### src/rtl/dmem_port_arbiter_pkg.sv
// Shared types for the data-memory port arbiter: FSM states, store size
// encodings and the grant kind used for round-robin bookkeeping.
package dmem_port_arbiter_pkg;

  typedef enum logic [1:0] {
    ST_IDLE = 2'd0,
    ST_BUSY = 2'd1,
    ST_RESP = 2'd2
  } state_t;

  typedef enum logic [1:0] {
    SZ_WORD   = 2'd0,
    SZ_BYTE   = 2'd1,
    SZ_HALF   = 2'd2,
    SZ_TRIPLE = 2'd3
  } size_t;

  typedef enum logic {
    KIND_LOAD  = 1'b0,
    KIND_STORE = 1'b1
  } kind_t;

  // Bit positions of the two requesters in the arbiter request/grant vectors.
  localparam int GNT_LD = 0;
  localparam int GNT_ST = 1;

endpackage

### src/rtl/dmem_port_arbiter_rr_arb2.sv
// Two-way round-robin selector. A lone requester always wins; on a tie the
// requester that did not win last time is chosen. Purely combinational.
module dmem_rr_arb2
  import dmem_port_arbiter_pkg::*;
(
  input  logic [1:0] req,
  input  logic       last,
  output logic [1:0] grant
);

  // One-hot grant; last=1 means the store side won previously.
  always_comb begin
    grant = 2'b00;
    unique case (req)
      2'b01:   grant = 2'b01;
      2'b10:   grant = 2'b10;
      2'b11:   grant = (last == KIND_STORE) ? 2'b01 : 2'b10;
      default: grant = 2'b00;
    endcase
  end

endmodule

### src/rtl/dmem_port_arbiter.sv
// Arbitrates a load unit and a retired-store queue onto a single data-memory
// port. One transaction is in flight at a time; a watchdog counter aborts a
// transaction the memory never acknowledges.
//
// state | meaning
// ------+----------------------------------------------------------------
// IDLE  | no transaction; at most one requester is offered ready
// BUSY  | command held on dm_* until dm_ack or watchdog expiry
// RESP  | single cycle presenting ld_resp_valid or st_done
module dmem_port_arbiter
  import dmem_port_arbiter_pkg::*;
#(
  parameter int TAG_W   = 4,
  parameter int TIMEOUT = 255
) (
  input  logic             clk,
  input  logic             rst_n,
  input  logic             ld_req_valid,
  output logic             ld_req_ready,
  input  logic [31:0]      ld_req_addr,
  input  logic [TAG_W-1:0] ld_req_tag,
  input  logic             st_req_valid,
  output logic             st_req_ready,
  input  logic [31:0]      st_req_addr,
  input  logic [31:0]      st_req_data,
  input  logic [1:0]       st_req_size,
  input  logic             flush,
  output logic             ld_resp_valid,
  output logic [31:0]      ld_resp_data,
  output logic [TAG_W-1:0] ld_resp_tag,
  output logic             st_done,
  output logic             dm_req,
  output logic             dm_write,
  output logic [31:0]      dm_addr,
  output logic [31:0]      dm_wdata,
  output logic [1:0]       dm_size,
  input  logic             dm_ack,
  input  logic [31:0]      dm_rdata,
  output logic             timeout_err
);

  // Counter value at which the final unacknowledged BUSY cycle is reached.
  localparam logic [15:0] TMO_LAST = 16'(TIMEOUT - 1);

  state_t           state_q, state_d;
  kind_t            kind_q;
  kind_t            last_grant_q;
  logic [31:0]      addr_q;
  logic [31:0]      data_q;
  size_t            size_q;
  logic [TAG_W-1:0] tag_q;
  logic [31:0]      rdata_q;
  logic             killed_q;
  logic [15:0]      cnt_q;
  logic             timeout_err_q;

  logic [1:0] grant;
  logic       idle, busy, resp;
  logic       ld_acc, st_acc;
  logic       tmo_hit;

  assign idle = (state_q == ST_IDLE);
  assign busy = (state_q == ST_BUSY);
  assign resp = (state_q == ST_RESP);

  // Arbitration ignores flush so the store-side ready never depends on it;
  // a flushed load simply loses its ready for that cycle.
  dmem_rr_arb2 u_arb (
    .req   ({st_req_valid, ld_req_valid}),
    .last  (last_grant_q),
    .grant (grant)
  );

  assign ld_req_ready = idle & grant[GNT_LD] & ~flush;
  assign st_req_ready = idle & grant[GNT_ST];
  assign ld_acc       = ld_req_valid & ld_req_ready;
  assign st_acc       = st_req_valid & st_req_ready;
  assign tmo_hit      = busy & ~dm_ack & (cnt_q == TMO_LAST);
  assign timeout_err  = timeout_err_q;

  // State register.
  always_ff @(posedge clk or negedge rst_n) begin
    if (!rst_n) state_q <= ST_IDLE;
    else        state_q <= state_d;
  end

  // Next-state logic; dm_ack only matters in BUSY.
  always_comb begin
    state_d = state_q;
    unique case (state_q)
      ST_IDLE: if (ld_acc || st_acc) state_d = ST_BUSY;
      ST_BUSY: begin
        if (dm_ack)       state_d = ST_RESP;
        else if (tmo_hit) state_d = ST_IDLE;
      end
      ST_RESP: state_d = ST_IDLE;
      default: state_d = ST_IDLE;
    endcase
  end

  // Output decode; everything is forced to zero outside its owning state.
  always_comb begin
    dm_req        = 1'b0;
    dm_write      = 1'b0;
    dm_addr       = 32'd0;
    dm_wdata      = 32'd0;
    dm_size       = 2'd0;
    ld_resp_valid = 1'b0;
    ld_resp_data  = 32'd0;
    ld_resp_tag   = '0;
    st_done       = 1'b0;
    unique case (state_q)
      ST_BUSY: begin
        dm_req = 1'b1;
        if (kind_q == KIND_STORE) begin
          dm_write = 1'b1;
          dm_addr  = addr_q;
          dm_wdata = data_q;
          dm_size  = size_q;
        end else begin
          dm_addr  = {addr_q[31:2], 2'b00};
        end
      end
      ST_RESP: begin
        if (kind_q == KIND_STORE) begin
          st_done = 1'b1;
        end else if (!killed_q && !flush) begin
          // A flush landing in the response cycle itself also squashes it.
          ld_resp_valid = 1'b1;
          ld_resp_data  = rdata_q;
          ld_resp_tag   = tag_q;
        end
      end
      default: ;
    endcase
  end

  // Capture the accepted request and remember who won for round-robin.
  always_ff @(posedge clk or negedge rst_n) begin
    if (!rst_n) begin
      kind_q       <= KIND_LOAD;
      last_grant_q <= KIND_LOAD;
      addr_q       <= 32'd0;
      data_q       <= 32'd0;
      size_q       <= SZ_WORD;
      tag_q        <= '0;
    end else if (ld_acc) begin
      kind_q       <= KIND_LOAD;
      last_grant_q <= KIND_LOAD;
      addr_q       <= ld_req_addr;
      data_q       <= 32'd0;
      size_q       <= SZ_WORD;
      tag_q        <= ld_req_tag;
    end else if (st_acc) begin
      kind_q       <= KIND_STORE;
      last_grant_q <= KIND_STORE;
      addr_q       <= st_req_addr;
      data_q       <= st_req_data;
      size_q       <= size_t'(st_req_size);
      tag_q        <= '0;
    end
  end

  // Load read data is latched on the acknowledging cycle.
  always_ff @(posedge clk or negedge rst_n) begin
    if (!rst_n)                                  rdata_q <= 32'd0;
    else if (busy && dm_ack && kind_q == KIND_LOAD) rdata_q <= dm_rdata;
  end

  // Kill flag: cleared per transaction, set by any flush while a load is in flight.
  always_ff @(posedge clk or negedge rst_n) begin
    if (!rst_n)                                           killed_q <= 1'b0;
    else if (ld_acc || st_acc)                            killed_q <= 1'b0;
    else if ((busy || resp) && flush && kind_q == KIND_LOAD) killed_q <= 1'b1;
  end

  // Watchdog: counts BUSY cycles that pass without an acknowledge.
  always_ff @(posedge clk or negedge rst_n) begin
    if (!rst_n)                cnt_q <= 16'd0;
    else if (ld_acc || st_acc) cnt_q <= 16'd0;
    else if (busy && !dm_ack)  cnt_q <= cnt_q + 16'd1;
  end

  // Sticky timeout flag; only reset clears it.
  always_ff @(posedge clk or negedge rst_n) begin
    if (!rst_n)       timeout_err_q <= 1'b0;
    else if (tmo_hit) timeout_err_q <= 1'b1;
  end

endmodule

### config.mk
export PLATFORM = sky130hd
export DESIGN_NAME = dmem_port_arbiter
export DESIGN_NICKNAME = d
export VERILOG_FILES = /design/src/rtl/dmem_port_arbiter_pkg.sv /design/src/rtl/dmem_port_arbiter_rr_arb2.sv /design/src/rtl/dmem_port_arbiter.sv
export SDC_FILE = /design/constraint.sdc
export NUM_CORES = 1
export LEC_CHECK = 0
export ABC_AREA = 1
export CAP_MARGIN = 20
export CORE_UTILIZATION = 44
export CTS_CLUSTER_SIZE = 30
export DETAILED_ROUTE_END_ITERATION = 6
export PLACE_DENSITY = 0.81
export RECOVER_POWER = 25
export SYNTH_ARGS = -nofsm -noshare
export SYNTH_HDL_FRONTEND = slang
export SYNTH_SLANG_ARGS = --single-unit
### constraint.sdc
create_clock -name clk -period 2.06 [get_ports clk]
set_input_delay 0.206 -clock clk [delete_from_list [all_inputs] [get_ports clk]]
set_output_delay 0.206 -clock clk [all_outputs]
set_load 0.005 [all_outputs]
==> flow_summary.ini, run 1 <==
[power]
power_density_mw_per_mm2 = 1180
p_leak_uw = 0.00634
ir_drop_v = 0.000698

[critical_path]
slowest_stage = clkdlybuf4s50_1
cp_data_arrival_time_ns = 2.02
path_cells = inv_4 > ha_4 > nand3_4 > buf_8 > nor2_1 > clkdlybuf4s50_1
endpoint_kind = primary output
critPathKind = reg -> out
critPathRequiredTime_ns = 1.85
cp_slowest_stage_delay_ns = 0.56
startpoint_type = flop
cp_max_fo = 15

[route]
viasPerCell = 4.82
firstDrtPassIters = 5
totalWireLength_um = 18000
wl_per_cell_um = 14.6
drtAntennaViolNets = 0
num_vias = 5941
drtIter0Drc = 387
drc = 0

[synth]
synth_top_area_cell = dfrtp_1
synthesis.instances = 786
synth_top_area_share_pct = 50.8
synth_area_sq_mm = 0.00606
synthTopCellsByArea = dfrtp_1, nand2_1, inv_1
yosys_warnings = 0
ys_types = 27
synth-seq-cells = 123
ys_seq_area_share_pct = 50.8
synth.avg_cell_area_sq_um = 7.70
synth_nets = 932

[cts]
cts_max_level = 4
root_buffer = clkbuf_16
cts_buffers = 17
worst_skew_pair.late_latency_ns = 0.41
cts_tree = built
cts_buffer_depth = 2
clk_pin_slew_ns = 0.05
cts.sink_count = 123

[placement]
place_ws_ns = 0.137
place_congestion = 0.866
dpl_cell_area_sq_mm = 0.00873
dp_hpwl_um = 11700
io_buffers = 248

[final_layout]
final_nets = 1191
area_growth_pct = 60.4
n_fill_cell = 983
design_area_sq_mm = 0.00972
multi_input_area_sq_mm = 0.00229
drive_gt1_share_pct = 7.77
regArea_sq_mm = 0.00308
post-route-util_pct = 72.8
antenna_cells = 0

[floorplanning]
die_h_um = 119
start_util_pct = 45.4
die_w_um = 119
core_area_sq_mm = 0.0133
row_count = 42
fp.dieArea_sq_mm = 0.0142
ioPinCount = 249

[status]
outcome = finished with violations
violations = setup timing

[grt]
overflow = 0
grt_pass1_vias = 5824
grt_max_degree = 52
grt_usage_pct = 24.8
grt_pass1_wl_um = 27500
antenna_found_initial = 0

[timing]
finalHoldViolCount = 0
max_slew_margin_pct = 41.0
rsz0062_at_grt = true
tns_ns = -0.744
finalCriticalPeriod_ns = 2.22
finalCritPeriodShare_pct = 108
max_clock_freq_mhz = 449
hold_ws_ns = 0.345
setup_viol = 8
finalClockSkew_ns = 0.00674
setup_ws_ns = -0.165
tightestPinTransition_ns = 0.885
drv_slew = 0

[job]
max_cap_viol_count = 0

[worst_hold_path]
hold_path.class = in -> reg
[registers in the layout, indices dropped and copies added, names as in the netlist]
register	count
addr_q	32
rdata_q	32
killed_q	1
data_q	32
tag_q	4
size_q	2
state_q	2
timeout_err	1
cnt_q	16
last_grant_q	1
[worst paths after layout]
| kind | from | end | slack [ns] | cells after the start |
|---|---|---|---|---|
| min reg2reg | addr_q[27] | addr_q[27] | 0.48 | 2 |
| max in group asynchronous | rst_n | addr_q[29] | 0.30 | 3 |
| max | state_q[0] | ld_resp_data[7] | -0.16 | 6 |
| min | ld_req_tag[1] | tag_q[1] | 0.34 | 3 |
| min in group asynchronous | rst_n | data_q[7] | 0.47 | 2 |
| max reg2reg | state_q[1] | state_q[1] | 0.09 | 10 |
[timing repair]
item / in CTS / in global routing
setup endpoints to repair: 106 / 108
hold buffers: 1 / 0
resized for setup: 6 / 118
pin swaps: 0 / 1
gates cloned: 0 / 4
buffers inserted: 0 / 7
endpoints found under the hold margin: 32 / 0
[layout by cell type (no fill, tap or decap), types with 3 or more instances in the layout]
cell type,count
nand3_1,23
inv_2,8
clkbuf_16,20
clkinv_2,6
buf_4,13
nor2_1,129
clkdlybuf4s50_1,148
inv_1,128
clkbuf_1,3
a21oi_1,38
nand2_1,195
nand4_1,9
o21bai_1,3
buf_12,7
ha_1,3
nand3_4,3
dfrtp_1,121
o21ai_1,14
a22oi_1,24
o21ai_0,32
dlymetal6s2s_1,97
[synth_stat cells (all sizes together)]
cell type / instances
clkbuf: 6
o21ai: 46
ha: 6
o21bai: 3
dfrtp: 123
a31oi: 1
o31ai: 1
nor2: 132
nand2: 199
buf: 30
a21oi: 38
nor3: 2
a22oi: 24
inv: 137
nand4: 9
nand3: 27
xor2: 2
[kinds of logic after synthesis]
logic type	Yosys count	share of synthesized area [%]
xor gates and xnor gates	2	0.289
buffers and inverters	173	12.4
DFF	123	50.8
AOI/OAI and AO/OA	113	10.5
adders and majority gates	6	1.24
and+or+nand+nor	369	24.8
[critical path: cells and delay by family, from the launching register on]
kind / cells / cell delay, ns
adders and majority gates: 1 / 0.15
buffers and inverters: 3 / 0.81
DFF: 1 / 0.44
and+or+nand+nor: 2 / 0.22
[through the flow]
step                      total power, uW  instances
after CTS                           11100       1221
after detailed placement             8370       1190
final                               11500       1232
after floorplan                      6280        786
after global routing                12300       1232
after global placement               8260       1190
[cell type report]
cell class | instances | area share, %
clock buffer | 21 | 4.64
clock inverter | 9 | 0.773
inverter | 137 | 5.32
multi-input combinational | 490 | 23.6
sequential | 123 | 31.7
tap | 176 | 2.27
timing repair buffer | 276 | 31.7
[report_power, final]
| group | internal (uW) | total, uW | leakage [uW] | switching, uW |
|---|---|---|---|---|
| Sequential | 3440 | 3850 | 0.00150 | 413 |
| Combinational | 2270 | 4960 | 0.00457 | 2690 |
| Clock | 1660 | 2670 | 0.000258 | 1010 |
[per-layer routing]
layer	vias up	track usage (%)	part of all wire, %	wire length, um
met3	31	8.05	7.5	1350
met2	233	42.0	50	9040
met5	-	0	0	0
met1	2759	29.3	40	7180
li1	2918	-	-	-
met4	0	9.14	2.3	416
Power figures use the tool's default switching activity.
==> run 2, diff against run 1 <==
--- a/config.mk
+++ b/config.mk
@@ -8,7 +8,7 @@
 export ABC_AREA = 1
 export CAP_MARGIN = 20
 export CORE_UTILIZATION = 44
-export CTS_CLUSTER_SIZE = 30
+export CTS_CLUSTER_SIZE = 28
 export DETAILED_ROUTE_END_ITERATION = 6
 export PLACE_DENSITY = 0.81
 export RECOVER_POWER = 25
==> results of run 2 <==
No change in the layout: final DEF, timing and power equal those of run 1.
==> run 3, diff against run 2 <==
--- a/config.mk
+++ b/config.mk
@@ -6,12 +6,14 @@
 export NUM_CORES = 1
 export LEC_CHECK = 0
 export ABC_AREA = 1
+export ABC_CLOCK_PERIOD_IN_PS = 2060
 export CAP_MARGIN = 20
 export CORE_UTILIZATION = 44
 export CTS_CLUSTER_SIZE = 28
 export DETAILED_ROUTE_END_ITERATION = 6
 export PLACE_DENSITY = 0.81
-export RECOVER_POWER = 25
+export RECOVER_POWER = 50
+export SKIP_CTS_REPAIR_TIMING = 1
 export SYNTH_ARGS = -nofsm -noshare
 export SYNTH_HDL_FRONTEND = slang
 export SYNTH_SLANG_ARGS = --single-unit
==> flow_summary.ini, run 3 (synthesized netlist as in run 1, its figures left out) <==
[cts]
worst_skew_pair.late_latency_ns = 0.41
root_buffer = clkbuf_16
cts_max_level = 4
clk_pin_slew_ns = 0.05
cts_buffers = 17
cts_buffer_depth = 2
cts_tree = built
cts.sink_count = 123

[timing]
rsz0062_at_grt = true
tns_ns = -1.63
finalHoldViolCount = 0
hold_ws_ns = 0.342
setup_viol = 12
drv_slew = 0
max_clock_freq_mhz = 452
max_slew_margin_pct = 39.6
setup_ws_ns = -0.150
finalClockSkew_ns = 0.00828
tightestPinTransition_ns = 0.906
finalCritPeriodShare_pct = 107
finalCriticalPeriod_ns = 2.21

[status]
violations = setup timing
outcome = finished with violations

[final_layout]
post-route-util_pct = 72.5
final_common_cell = nand2_1
final_nets = 1187
area_growth_pct = 59.7
final_cell_mix = nand2_1, clkdlybuf4s50_1, nor2_1
largest_registers = addr_q: 32 flops, data_q: 32 flops, rdata_q: 32 flops
n_fill_cell = 990
antenna_cells = 0
drive_gt1_share_pct = 7.22

[job]
max_cap_viol_count = 0

[route]
viasPerCell = 4.85
firstDrtPassIters = 7
drc = 0
wl_per_cell_um = 14.6
totalWireLength_um = 17900
drtAntennaViolNets = 0
num_vias = 5951
drtIter0Drc = 380

[critical_path]
critPathRequiredTime_ns = 1.85
critPathKind = reg -> out
cp_data_arrival_time_ns = 2.00
slowest_stage = clkdlybuf4s50_1
path_cells = inv_4 > ha_4 > nand3_4 > buf_8 > nor2_1 > clkdlybuf4s50_1
worst-path-buf-inv = 3
cp_max_fo = 15
cp_top_family = buffers and inverters
cp_slowest_stage_delay_ns = 0.50
cp.depth = 6
endpoint_kind = primary output
startpoint_type = flop
worstRegToRegCells = 10

[placement]
dp_hpwl_um = 11700
io_buffers = 248
place_congestion = 0.866

[floorplanning]
die_h_um = 119
start_util_pct = 45.4
core_area_sq_mm = 0.0133
die_w_um = 119
fp.dieArea_sq_mm = 0.0142
ioPinCount = 249
row_count = 42

[grt]
grt_pass1_wl_um = 27500
grt_usage_pct = 24.8
grt_pass1_vias = 5829
overflow = 0
grt_max_degree = 52
antenna_found_initial = 0

[power]
ir_drop_v = 0.000705
fin_total_pwr_uw = 11300
p_leak_uw = 0.00627
power_density_mw_per_mm2 = 1170

[worst_hold_path]
hold_path.class = in -> reg
hold_depth = 3
[run 3: cell count changes in the layout (fill, tap and decap cells not counted), sizes merged]
| cell | delta |
|---|---|
| buf | -4 |
| clkdlybuf4s50 | +4 |
| dlymetal6s2s | -2 |
| clkbuf | -1 |
| dlygate4sd2 | -1 |
[run 3: final timing paths]
| check | to | slack (ns) | start |
|---|---|---|---|
| worst max-delay path | ld_resp_data[1] | -0.15 | state_q[0] |
| worst min-delay path | tag_q[1] | 0.34 | ld_req_tag[1] |
| worst max register to register | state_q[0] | 0.14 | state_q[1] |
| worst min register to register | addr_q[27] | 0.48 | addr_q[27] |
| max in group asynchronous | size_q[1] | 0.30 | rst_n |
| min in group asynchronous | data_q[7] | 0.48 | rst_n |
[run 3: power breakdown]
| group | total [uW] | switching (uW) | internal (uW) |
|---|---|---|---|
| registers | 3860 | 421 | 3430 |
| clock network | 2680 | 1020 | 1660 |
| logic | 4790 | 2630 | 2160 |
[run 3: area by class of cell]
type	instances	area (sq um)	share of cell area (%)
sequential	123	3080	31.8
timing repair buffer	272	3040	31.4
multi-input combinational	490	2290	23.7
inverter	137	517	5.34
clock buffer	21	450	4.66
tap	176	220	2.28
clock inverter	9	75.1	0.776
[run 3: layer usage]
| layer | wire length [um] | vias to the layer above | track usage, % |
|---|---|---|---|
| met1 | 7070 | 2769 | 29.1 |
| met2 | 8990 | 240 | 42.2 |
| met3 | 1420 | 34 | 8.09 |
| li1 | - | 2908 | - |
| met5 | 0 | - | 0 |
| met4 | 450 | 0 | 8.91 |
[run 3: metrics by stage]
| stage | setup WS (ns) | cell area (sq um) | std cells |
|---|---|---|---|
| 2_1_floorplan | 0.525 | 6060 | 786 |
| 3_3_place_gp | 0.173 | 8730 | 1190 |
| 3_5_place_dp | 0.137 | 8730 | 1190 |
| 4_1_cts | -0.280 | 9250 | 1220 |
| 5_1_grt | -0.245 | 9670 | 1228 |
| 6_report | -0.150 | 9670 | 1228 |
[run 3: worst min-delay path: cells and delay by family]
kind                   cells  cell delay [ns]
buffers and inverters      1             0.40
AND/OR/NAND/NOR            1             0.06
AO/OA/AOI/OAI              1             0.05
